**config.mk**
```make
export PLATFORM = sky130hd
export DESIGN_NAME = ann_seq_classifier
export DESIGN_NICKNAME = d
export VERILOG_FILES = /design/src/rtl/ann_seq_classifier.sv
export SDC_FILE = /design/constraint.sdc
export NUM_CORES = 1
export LEC_CHECK = 0
export BUFFER_PORTS_ARGS = -buffer_cell sky130_fd_sc_hd__buf_2
export CORE_ASPECT_RATIO = 0.75
export CORE_UTILIZATION = 45
export DETAILED_ROUTE_END_ITERATION = 10
export PLACE_DENSITY_LB_ADDON = 0.05
export SLEW_MARGIN = 10
export SYNTH_ARGS = -nofsm -noshare
export SYNTH_HDL_FRONTEND = slang
export SYNTH_SLANG_ARGS = --single-unit
```
**constraint.sdc**
```tcl
create_clock -name clk -period 11.5 [get_ports clk]
set_input_delay 1.15 -clock clk [delete_from_list [all_inputs] [get_ports clk]]
set_output_delay 1.15 -clock clk [all_outputs]
set_load 0.02 [all_outputs]
```
**src/rtl/ann_seq_classifier.sv**
```systemverilog
// Sequential ANN classifier: one time-multiplexed MAC scores N_OUT neurons from external memory and tracks the argmax.
// Optional feature: define ANN_RELU_EN to clamp negative scores to zero before the compare.
module ann_seq_classifier #(
    parameter int N_IN   = 64,
    parameter int N_OUT  = 10,
    parameter int DATA_W = 16,
    parameter int FRAC_W = 8,
    parameter int ACC_W  = 40
) (
    input  logic                     clk,
    input  logic                     n_rst,
    input  logic                     start,
    input  logic                     abort,
    output logic                     rd_en,
    output logic [$clog2(N_IN)-1:0]  in_idx,
    output logic [$clog2(N_OUT)-1:0] out_idx,
    input  logic [DATA_W-1:0]        img_data,
    input  logic [DATA_W-1:0]        wt_data,
    output logic                     busy,
    output logic                     done,
    output logic [$clog2(N_OUT)-1:0] class_id,
    output logic [DATA_W-1:0]        max_score,
    output logic [7:0]               seven_seg
);

    localparam int IN_W  = $clog2(N_IN);
    localparam int OUT_W = $clog2(N_OUT);
    localparam int PROD_W = 2 * DATA_W;

    localparam logic [IN_W-1:0]  LAST_IN  = IN_W'(N_IN - 1);
    localparam logic [OUT_W-1:0] LAST_OUT = OUT_W'(N_OUT - 1);

    localparam logic signed [ACC_W-1:0] SC_MAX = {{(ACC_W-DATA_W+1){1'b0}}, {(DATA_W-1){1'b1}}};
    localparam logic signed [ACC_W-1:0] SC_MIN = {{(ACC_W-DATA_W+1){1'b1}}, {(DATA_W-1){1'b0}}};

`ifdef ANN_RELU_EN
    localparam logic signed [DATA_W-1:0] BEST_INIT = '0;
`else
    localparam logic signed [DATA_W-1:0] BEST_INIT = {1'b1, {(DATA_W-1){1'b0}}};
`endif

    typedef enum logic [2:0] {
        S_IDLE,
        S_FETCH,
        S_DRAIN,
        S_CMP,
        S_FIN
    } state_t;

    state_t                    state;
    logic                      vld;
    logic signed [ACC_W-1:0]   acc;
    logic signed [DATA_W-1:0]  best_score;
    logic [OUT_W-1:0]          best_idx;

    logic signed [PROD_W-1:0]  prod;
    logic signed [ACC_W-1:0]   sh;
    logic signed [DATA_W-1:0]  score;

    function automatic logic [7:0] seg_code(input logic [OUT_W-1:0] idx);
        logic [3:0] v;
        v = 4'(idx);
        case (v)
            4'h0: seg_code = 8'h3F;
            4'h1: seg_code = 8'h06;
            4'h2: seg_code = 8'h5B;
            4'h3: seg_code = 8'h4F;
            4'h4: seg_code = 8'h66;
            4'h5: seg_code = 8'h6D;
            4'h6: seg_code = 8'h7D;
            4'h7: seg_code = 8'h07;
            4'h8: seg_code = 8'h7F;
            4'h9: seg_code = 8'h6F;
            4'hA: seg_code = 8'h77;
            4'hB: seg_code = 8'h7C;
            4'hC: seg_code = 8'h39;
            4'hD: seg_code = 8'h5E;
            4'hE: seg_code = 8'h79;
            default: seg_code = 8'h71;
        endcase
    endfunction

    // NOTE: every variable gets a value on every path through always_comb, so no latch is inferred.
    always_comb begin
        prod = $signed(img_data) * $signed(wt_data);
        sh   = acc >>> FRAC_W;
        if (sh > SC_MAX)
            score = SC_MAX[DATA_W-1:0];
        else if (sh < SC_MIN)
            score = SC_MIN[DATA_W-1:0];
        else
            score = sh[DATA_W-1:0];
`ifdef ANN_RELU_EN
        if (score[DATA_W-1])
            score = '0;
`endif
    end

    // NOTE: state uses non-blocking assignments so every register samples pre-edge values.
    always_ff @(posedge clk or negedge n_rst) begin
        if (!n_rst) begin
            state      <= S_IDLE;
            rd_en      <= 1'b0;
            in_idx     <= '0;
            out_idx    <= '0;
            busy       <= 1'b0;
            done       <= 1'b0;
            class_id   <= '0;
            max_score  <= '0;
            seven_seg  <= 8'h00;
            vld        <= 1'b0;
            acc        <= '0;
            best_score <= '0;
            best_idx   <= '0;
        end else begin
            done <= 1'b0;
            // Memory data lags the read strobe by one cycle.
            vld  <= rd_en;
            if (vld)
                acc <= acc + {{(ACC_W-PROD_W){prod[PROD_W-1]}}, prod};

            if (abort && state != S_IDLE) begin
                state <= S_IDLE;
                rd_en <= 1'b0;
                busy  <= 1'b0;
                vld   <= 1'b0;
            end else begin
                case (state)
                    S_IDLE: begin
                        if (start) begin
                            state      <= S_FETCH;
                            rd_en      <= 1'b1;
                            busy       <= 1'b1;
                            in_idx     <= '0;
                            out_idx    <= '0;
                            acc        <= '0;
                            best_score <= BEST_INIT;
                            best_idx   <= '0;
                        end
                    end
                    S_FETCH: begin
                        if (in_idx == LAST_IN) begin
                            rd_en <= 1'b0;
                            state <= S_DRAIN;
                        end else begin
                            in_idx <= in_idx + IN_W'(1);
                        end
                    end
                    S_DRAIN: state <= S_CMP;
                    S_CMP: begin
                        // Strict compare: ties keep the lowest neuron index.
                        if (score > best_score) begin
                            best_score <= score;
                            best_idx   <= out_idx;
                        end
                        acc <= '0;
                        if (out_idx == LAST_OUT) begin
                            state <= S_FIN;
                        end else begin
                            out_idx <= out_idx + OUT_W'(1);
                            in_idx  <= '0;
                            rd_en   <= 1'b1;
                            state   <= S_FETCH;
                        end
                    end
                    S_FIN: begin
                        class_id  <= best_idx;
                        max_score <= best_score;
                        seven_seg <= seg_code(best_idx);
                        done      <= 1'b1;
                        busy      <= 1'b0;
                        state     <= S_IDLE;
                    end
                    default: state <= S_IDLE;
                endcase
            end
        end
    end

endmodule
```
# Word level (Yosys, flattened, before mapping)
# Memory sizes are Yosys's and may differ from the RTL's. A register that Yosys moved wholly into a read port is not among the register bits.
# Cells that the tools add are included.
# op_classes
magnitude_cmp	3
bitwise	1
n_reduce_logical	15
n_div	0
addsub	3
n_mul	1
n_shift	0
n_eq_ne	13
mux	33
# ops
op	n
$mux 40	3
$pmux 40 s2	1
$mux 16	4
$add 40x40->40	1
$gt 32x16->1 const B	1
$lt 32x16->1 const B	1
$mul 16x16->32	1
$pmux 16 s2	1
$mux 6	3
$pmux 6 s3	1
$gt 16x16->1	1
$pmux 4 s2	2
$mux 3	4
$mux 4	3
$pmux 3 s4	1
$reduce_and 4->1	3
$ne 3x3->1 const B	3
$reduce_bool 3->1	3
$mux 1	8
$ne 2x2->1 const B	4
$add 6x1->6 const B	1
$eq 3x2->1 const B	2
$eq 6x6->1 const B	1
$reduce_and 2->1	3
other kinds (13)	13
# word_totals
regBits	105
mem_count	1
out_inout_bits	41
ram_bits	0
latchBits	0
romBits	112
# mem_list
memory	words	word_bits	rd	rd_clocked_by_memory_dff	wr	line	text
(name not given)	16	7	1	1	0	63	case (v)

# Depth between registers and ports, before layout
# depth
depth_word	6
ltp_mapped	39
ltp_nobuf	37

# Worst setup path before layout
# Ideal clock, no wire load.
# synth_timing
path_kind	input to register
start	in wt_data[1]
end	reg acc[39]
path_buffers	1
slack_ns	2.573
cell_stages	31
t_arrival_ns	8.849
setup_time_ns	0.078
cell_sequence	clkbuf_1 nand2_1 inv_1 fa_1 fa_1 fa_1 fa_1 fa_1 inv_1 fa_1 inv_1 ha_1 and2_1 a311o_1 nand2b_1 o21ai_1 a31oi_1 a31oi_1 a211o_1 a21oi_2 xnor2_1 ha_1 a21o_1 a21o_1 a21oi_1 o22ai_1 a211oi_1 xor2_1 xnor2_1 or3_1 a21oi_1
# synth_between
elab_chain_len	6
# synth_rtl
item	line	text
from (decl)	18	input logic [DATA_W-1:0] wt_data,
$mul 16x16->32 (*)	85	prod = $signed(img_data) * $signed(wt_data);
$add 40x40->40 (*)	120	acc <= acc + {{(ACC_W-PROD_W){prod[PROD_W-1]}}, prod};
$mux 40 (*)	119	if (vld)
$mux 40	130	if (start) begin
$pmux 40 s2	128	case (state)
$mux 40 (*)	122	if (abort && state != S_IDLE) begin
to (signal assigned)	120	
to (decl)	52	logic signed [ACC_W-1:0] acc;
# Every way passes the cells marked *; elsewhere a longest branch is shown, timed or not.
# A chain may end at the register's enable or synchronous reset.

# Final worst setup path
# Same ends and word-level chain as after synthesis.

==> flow_summary.yaml <==
route:
  drc: 2
  route.vias.total: 12750
  wl_met1_mm: 20.44
  dr_wl_met2_mm: 18.29
  first_iter_violations: 695
  drtAntennaViolNets: 0
  vias_per_cell: 5.208
  top_layer_used: "met4"
  routed-wl-met3_mm: 1.619
  dr.pass1.iters: 8
  post_drt_wl_per_cell_um: 16.62
  wl_mm: 40.68
sta:
  finalCritPeriodShare_pct: 82.74
  fin_worst_skew_ns: 0.01618
  timing.fmax_mhz: 105.1
  rsz0062_at_grt: "no"
  maxSlewViolCount: 0
  slew_headroom_pct: 26.43
  tightestPinTransition_ns: 1.102
  setup_violations: 0
  finalHoldViolations: 0
  period_needed_ns: 9.515
  setup_tns_ns: 0
setup_path:
  cp_slowest_cell: "fa_1"
  critPathTopFamily: "adder cells"
  start_kind: "input port"
  cp_data_required_time_ns: 11.80
  path_buf_inv: 4
  cp-end-kind: "register"
  slowest_delay_ns: 0.90
  worstPathMaxFanout: 16
  cpMostUsedCell: "fa_1"
  crit_type: "input port to register"
  cp.arrival_ns: 9.81
synth:
  synth_area_um2: 16940
  ys_seq_area_share_pct: 15.36
  synth-seq-cells: 104
  synth_cell_type_count: 66
  async_flop_share_pct: 100.0
  synth_edf_count: 0
  syn-num-nets: 2363
  ys_warn_count: 0
  avgSynthCellArea_um2: 8.847
  synth_flop_cell: "dfrtp_1"
  syn_inst: 1915
global_route:
  grt_pass1_wl_mm: 66.67
  overflow: 0
  grt_max_degree: 62
  grt_usage_pct: 22.08
  grt_pass1_vias: 12580
  antenna_found_initial: 0
clock_network:
  cts_max_level: 3
  cts_tree: "done"
  clk_pin_slew_ns: 0.07
  cts_sinks: 104
  root_buffer: "clkbuf_16"
  clock_latency_ns: 0.38
  cts_buffers: 9
  cts_setup_buffers: 0
  cts_hold_buf: 0
  clk_path_buf_depth: 2
  cts_resized: 0
layout:
  layout_common_cells: "inv_1, nand2_1, fa_1"
  fillers: 3658
  syn_to_final_growth_pct: 6.683
  layout_commonest_cell: "inv_1"
  num_antenna_cells: 0
  layout-drive-gt1-share_pct: 6.173
  layout.nets: 2388
floorplanning:
  floorplan.rows: 61
  coreArea_um2: 37090
  io_pins: 77
  initial_utilization_pct: 45.68
  die_h_um: 170.0
  dieArea_um2: 38440
  die_w_um: 226.1
placement:
  gp_congestion: 0.8927
  portBuffers: 75
  dp_hpwl_mm: 32.77
min_path:
  hp-class: "register to register"
run_status:
  failed_checks: "design-rule violations"
  status: "complete, but fails checks"
flow_run:
  maxCapViolCount: 0
## logic make-up (layout without fill, tap and decap cells)
| family | Yosys count | after routing | synth area share [%] |
|---|---|---|---|
| other | 1 | 1 | 0.02213 |
| muxes | 48 | 48 | 2.910 |
| xor gates and xnor gates | 67 | 67 | 3.464 |
| and+or+nand+nor | 616 | 616 | 17.27 |
| buffers and inverters | 413 | 442 | 9.187 |
| adders and majority gates | 412 | 412 | 42.08 |
| AOI/OAI and AO/OA | 254 | 254 | 9.711 |
| DFF | 104 | 104 | 15.36 |
## synth_stat cells, types with 3 or more instances
cell type / number / area, um^2
buf_1: 4 / 15.01
o21ai_0: 63 / 315.3
o41ai_1: 3 / 26.28
a21oi_2: 3 / 26.28
a21o_1: 34 / 255.2
nor3_1: 24 / 120.1
xor2_1: 19 / 166.4
dfrtp_1: 104 / 2603
ha_1: 149 / 1864
o21bai_1: 12 / 90.09
nor4_1: 6 / 37.54
mux2i_1: 47 / 470.5
nand4_1: 15 / 93.84
nand2_1: 263 / 987.2
nand2b_1: 13 / 81.33
a21boi_0: 3 / 22.52
fa_1: 263 / 5265
nor2b_1: 15 / 93.84
a31oi_1: 7 / 43.79
clkbuf_1: 62 / 232.7
nor2_1: 94 / 352.8
or3_1: 7 / 43.79
a211o_1: 3 / 26.28
o21a_1: 17 / 127.6
nand3_1: 24 / 120.1
xnor2_1: 48 / 420.4
and2_1: 132 / 825.8
a21oi_1: 62 / 310.3
or2_2: 5 / 31.28
and3_1: 10 / 62.56
a211oi_1: 10 / 75.07
o31ai_1: 7 / 52.55
inv_1: 344 / 1291
o22ai_1: 4 / 25.02
## metrics by stage
| stage | area [um^2] | hold WS [ns] | utilization, % | cells | worst slack [ns] |
|---|---|---|---|---|---|
| detailed placement | 17770 | 0.4640 | 47.91 | 2433 | 1.547 |
| global route | 18070 | 0.5053 | 48.73 | 2448 | 1.202 |
| finish | 18070 | 0.4752 | 48.73 | 2448 | 1.985 |
| global placement | 17770 | 0.4559 | 47.91 | 2433 | 1.643 |
| floorplan | 16940 | 0.4654 | - | 1915 | 2.573 |
| CTS | 18070 | 0.4807 | 48.73 | 2448 | 1.940 |
## state kept, by name, indices dropped and copies added, names as in the netlist
name,cells
best_idx,4
class_id,4
acc,40
vld,1
done,1
seven_seg,7
in_idx,6
max_score,16
state,3
best_score,16
rd_en,1
busy,1
out_idx,4
## layout make-up
cell class,instances,area (um^2),area share [%]
inverters,344,1291,7.144
clock buffers,10,239.0,1.322
multi-input cells,1398,12810,70.87
well taps,504,630.6,3.489
repair buffers,83,437.9,2.423
clock inverters,5,63.81,0.3530
flip-flops and latches,104,2603,14.40
## routing by layer
layer  track usage [%]  vias up
met5                 0        -
met4             2.732        0
met3             2.728       25
met2             33.27      213
met1             34.48     6434
li1                  -     6076
## worst min-delay path, delay by kind of cell (launching register included)
family,cells,cell delay (ns)
AO/OA/AOI/OAI,1,0.06
AND/OR/NAND/NOR,1,0.04
flip-flops,1,0.34
## worst paths after layout
kind | cells past startpoint | slack (ns) | endpoint | from
worst max register to register | 18 | 7.03 | best_score[6] | acc[29]
worst min register to register | 2 | 0.48 | max_score[7] | max_score[7]
worst max-delay path | 31 | 1.98 | acc[39] | wt_data[1]
worst min-delay path | 2 | 0.48 | max_score[7] | max_score[7]
min in group asynchronous | 1 | 0.81 | acc[38] | n_rst
max in group asynchronous | 2 | 9.39 | seven_seg[1] | n_rst
Power is left out: the tool's default activity adds up to more than one toggle a clock period on the data nets, which glitch-free logic cannot reach.
